===== src/rtl/serial_char_rx.sv =====
// UART-style character receiver: 1 start, 8 data (LSB first), 1 stop.
// Good frames update char with a one-cycle char_valid; bad stop bits raise frame_err.
module serial_char_rx #(
   parameter int CLKS_PER_BIT = 4
) (
   input  logic       clk,
   input  logic       reset,
   input  logic       rxd,
   output logic [7:0] char,
   output logic       char_valid,
   output logic       frame_err,
   output logic       busy
);

   localparam int CW = $clog2(CLKS_PER_BIT) + 1;
   localparam logic [CW-1:0] FULL_TC = CW'(CLKS_PER_BIT - 1);
   localparam logic [CW-1:0] HALF_TC = CW'(CLKS_PER_BIT / 2 - 1);

   typedef enum logic [2:0] {IDLE, START, DATA, STOP, BREAK} state_t;

   state_t          state;
   logic [CW-1:0]   cnt;
   logic [2:0]      idx;
   logic [7:0]      shreg;
   logic            rx_meta;
   logic            rx_s;

   // Two-flop synchronizer; resets to the idle-high line level so no false start appears.
   always_ff @(posedge clk or posedge reset) begin
      if (reset) begin
         rx_meta <= 1'b1;
         rx_s    <= 1'b1;
      end else begin
         rx_meta <= rxd;
         rx_s    <= rx_meta;
      end
   end

   // Receive FSM; busy is registered alongside the state so it tracks "not IDLE" exactly.
   always_ff @(posedge clk or posedge reset) begin
      if (reset) begin
         state      <= IDLE;
         cnt        <= '0;
         idx        <= '0;
         shreg      <= '0;
         char       <= '0;
         char_valid <= 1'b0;
         frame_err  <= 1'b0;
         busy       <= 1'b0;
      end else begin
         char_valid <= 1'b0;
         frame_err  <= 1'b0;
         case (state)
            IDLE: begin
               cnt <= '0;
               if (!rx_s) begin
                  state <= START;
                  busy  <= 1'b1;
               end
            end
            START: begin
               if (cnt == HALF_TC) begin
                  cnt <= '0;
                  idx <= '0;
                  if (!rx_s) begin
                     state <= DATA;
                  end else begin
                     state <= IDLE;
                     busy  <= 1'b0;
                  end
               end else begin
                  cnt <= cnt + CW'(1);
               end
            end
            DATA: begin
               if (cnt == FULL_TC) begin
                  cnt   <= '0;
                  shreg <= {rx_s, shreg[7:1]};
                  idx   <= idx + 3'd1;
                  if (idx == 3'd7) begin
                     state <= STOP;
                  end
               end else begin
                  cnt <= cnt + CW'(1);
               end
            end
            STOP: begin
               if (cnt == FULL_TC) begin
                  cnt <= '0;
                  if (rx_s) begin
                     char       <= shreg;
                     char_valid <= 1'b1;
                     state      <= IDLE;
                     busy       <= 1'b0;
                  end else begin
                     frame_err <= 1'b1;
                     state     <= BREAK;
                  end
               end else begin
                  cnt <= cnt + CW'(1);
               end
            end
            // A line stuck low must go high again before another start can be recognised.
            BREAK: begin
               if (rx_s) begin
                  state <= IDLE;
                  busy  <= 1'b0;
               end
            end
            default: begin
               state <= IDLE;
               busy  <= 1'b0;
            end
         endcase
      end
   end

endmodule


===== config.mk =====
export PLATFORM = sky130hd
export DESIGN_NAME = serial_char_rx
export DESIGN_NICKNAME = d
export VERILOG_FILES = /design/src/rtl/serial_char_rx.sv
export SDC_FILE = /design/constraint.sdc
export NUM_CORES = 1
export LEC_CHECK = 0
export CORE_MARGIN = 2
export CORE_UTILIZATION = 49
export DETAILED_ROUTE_END_ITERATION = 10
export PLACE_DENSITY = 0.73
export SLEW_MARGIN = 20
export SYNTH_ARGS = -nofsm -noshare
export SYNTH_HDL_FRONTEND = slang
export SYNTH_SLANG_ARGS = --single-unit
export TNS_END_PERCENT = 50

===== constraint.sdc =====
create_clock -name clk -period 1.5 [get_ports clk]
set_input_delay 0.225 -clock clk [delete_from_list [all_inputs] [get_ports clk]]
set_output_delay 0.225 -clock clk [all_outputs]
set_load 0.02 [all_outputs]

==> summary.txt <==
Status
  – Outcome: complete, but fails checks
  – Failing checks: negative setup slack

Routing
  – Routed Antenna Nets: 0
  – Top sig layer: met4
  – M1 WL: 1100 um
  – Drt initial violations: 13
  – Vias: 862
  – Post-route DRC: 0
  – Detail-routed via count per cell: 5.29
  – Final WL: 2380 um
  – Drt pass-1 iters: 4
  – Met2 WL: 1140 um
  – WL met3: 106 um
  – Routed length per instance: 14.6 um

Placement
  – RD Place Congestion: 0.883
  – Worst slack at placement: -0.153 ns
  – Placed cell area: 1590 um^2
  – PortBufs: 13
  – Hpwl dp: 1660 um

STA
  – Post-route worst setup slack: -0.105 ns
  – Post-layout min period: 1.61 ns
  – Max-slew violations: 0
  – Final Skew: 0.00855 ns
  – Period utilization: 1.07
  – Hold slack: 0.267 ns
  – RSZ-0062 raised after global routing: yes
  – Max transition margin: 0.758
  – Max Fclk: 623 MHz
  – Setup violation total in the final timing report: 20
  – Least-Margin Pin Slew: 0.362 ns
  – Final Hold Violating Endpoints: 0

Synthesis
  – Count leader, synth: dfrtp_1
  – Post-synth cell types: 32
  – Ys flop type: dfrtp_1
  – Commonest cells in the netlist: dfrtp_1 (28), mux2_1 (8), mux2_4 (8), ha_1 (6), nor2_1 (6)
  – Synth area leader: dfrtp_1
  – Post-synthesis sequential area ratio: 0.560
  – Cells after Synth: 99
  – Yosys reg bits: 30
  – Net count after synthesis: 108
  – Most area-consuming cells after synthesis: dfrtp_1 (52%), mux2_4 (8.9%), mux2_1 (6.7%), ha_1 (5.6%), dfstp_2 (3.9%)
  – Share of the synthesized area in the top cell type: 0.521
  – Post-synth EDFFs: 0
  – Synth Cell Area: 1350 um^2
  – Post-synth ARST share: 1.00
  – Synthesis Warnings: 0
  – Syn Area/Cell: 13.6 um^2

Layout
  – Area Growth Syn to Fin: 29.3%
  – Multi-input logic area: 592 um^2
  – Core Util, Final: 0.683
  – FILL cells: 178
  – Total area of sequential cells: 753 um^2
  – Layout cells sized above 1: 0.361
  – Final Instance Area: 1740 um^2
  – Nets: 141
  – Antenna diodes: 0

Floorplanning
  – I/O pin count: 14
  – Die Area: 3180 um^2
  – Die X: 56.4 um
  – Core box area: 2540 um^2
  – Initial Utilization: 0.529
  – FP Rows: 18
  – Die H: 56.4 um

Flow run
  – Max_cap viols: 0

Worst setup path
  – Crit path max fanout: 9
  – Reg2Reg Setup Slack: -0.11 ns
  – RR Endpoint: char[3]
  – Reg2Reg Depth: 5
  – Crit end category: flip-flop
  – WS Path Type: flip-flop to flip-flop
  – Required time worst endpoint: 1.72 ns
  – Crit path launch type: flip-flop
  – Crit path DAT: 1.83 ns
  – Reg-to-reg startpoint: cnt[1]

Clock network
  – CTS tree: built
  – Clk sinks: 30
  – Skew-Pair Late Insertion Delay: 0.33 ns
  – Root Buffer Master: clkbuf_4
  – Clock transition at the registers of the reported paths: 0.10 ns
  – CTS Buffer Depth: 2
  – Inserted Clock Buffers: 5
  – Depth of the CTS H-tree: 2

Global route
  – Largest net degree at the start of global routing: 31
  – Overflow after GRT: 0
  – Vias in the first global route: 920
  – First-pass GRT wire length: 4150 um
  – Antenna violations before repair: 0
  – Aggregate global-route resource usage: 0.174

Power and ir drop
  – PwrDens: 1590 nW/um^2
  – Maximum vdd ir drop: 1.20 mV
  – Pleak: 0.903 nW

Hold path
  – Hold Crit Class: input port to async pin
-- per-layer routing --
| metal | vias up | global-route usage |
|---|---|---|
| met4 | 0 | 0.0884 |
| met2 | 17 | 0.269 |
| li1 | 419 | - |
| met3 | 4 | 0.0484 |
| met1 | 422 | 0.225 |
| met5 | - | 0 |
-- layout make-up --
cell class | count | share of cell area
clock buffers | 6 | 0.0295
clock inverters | 2 | 0.00719
inverters | 5 | 0.0122
multi-input cells | 59 | 0.340
flip-flops and latches | 30 | 0.433
well taps | 30 | 0.0216
repair buffers | 31 | 0.156
-- state kept, by name, indices dropped and copies added, names as in the netlist --
signal / cells
idx: 3
busy: 1
state: 3
char_valid: 1
rx_s: 1
rx_meta: 1
shreg: 8
frame_err: 1
cnt: 3
char: 8
-- cells by family after synthesis --
| logic type | synth area share |
|---|---|
| compound gates | 0.0884 |
| mux | 0.172 |
| fa+ha+maj | 0.0558 |
| simple gates | 0.0809 |
| flops | 0.560 |
| buf+inv | 0.0428 |
-- layout by cell type, fill, tap and decap left out, types with 4 or more instances in the layout --
cell / n
dfrtp_1: 28
inv_1: 4
a21oi_1: 4
ha_1: 4
dlygate4sd2_1: 9
clkbuf_4: 5
mux2_1: 7
mux2_4: 10
nand2_1: 4
nor2_1: 5
buf_4: 17
-- power by group --
group | leakage, nW | internal [mW] | total, mW | switching [mW]
registers | 0.395 | 0.976 | 1.11 | 0.138
clock network | 0.0343 | 0.225 | 0.505 | 0.280
logic | 0.474 | 0.652 | 1.15 | 0.501
total | 0.903 | 1.85 | 2.77 | 0.918
-- worst max-delay path by stage --
stage,slack [ns],start,to,cells past startpoint
after detailed placement,-0.15,cnt[1],char[3],5
final,-0.11,cnt[1],char[3],5
after floorplan,-0.07,cnt[0],char[0],5
after global placement,-0.08,cnt[1],char[4],5
after CTS,-0.11,cnt[1],char[3],5
after global routing,-0.16,cnt[1],char[7],5
-- through the flow --
step | instances | TNS (ns) | power [mW]
floorplan | 99 | -0.910 | 1.70
global placement | 150 | -0.848 | 1.99
detailed placement | 150 | -1.94 | 2.04
CTS | 161 | -1.33 | 2.68
global route | 163 | -2.63 | 2.96
finish | 163 | -1.40 | 2.77
-- what timing repair did --
action	in CTS	in global routing
resized for setup	16	8
buffers inserted	3	2
pin swaps	5	2
hold buffers	0	0
setup endpoints to repair	29	24
cloned	0	0
endpoints found under the hold margin	0	0
-- critical path: stages (launching register included) --
cell and delay (ns):
dfrtp_1 0.38, ha_2 0.19, nor4bb_4 0.25, and3_4 0.25, buf_12 0.13, mux2_4 0.30
Power figures use the tool's default switching activity.
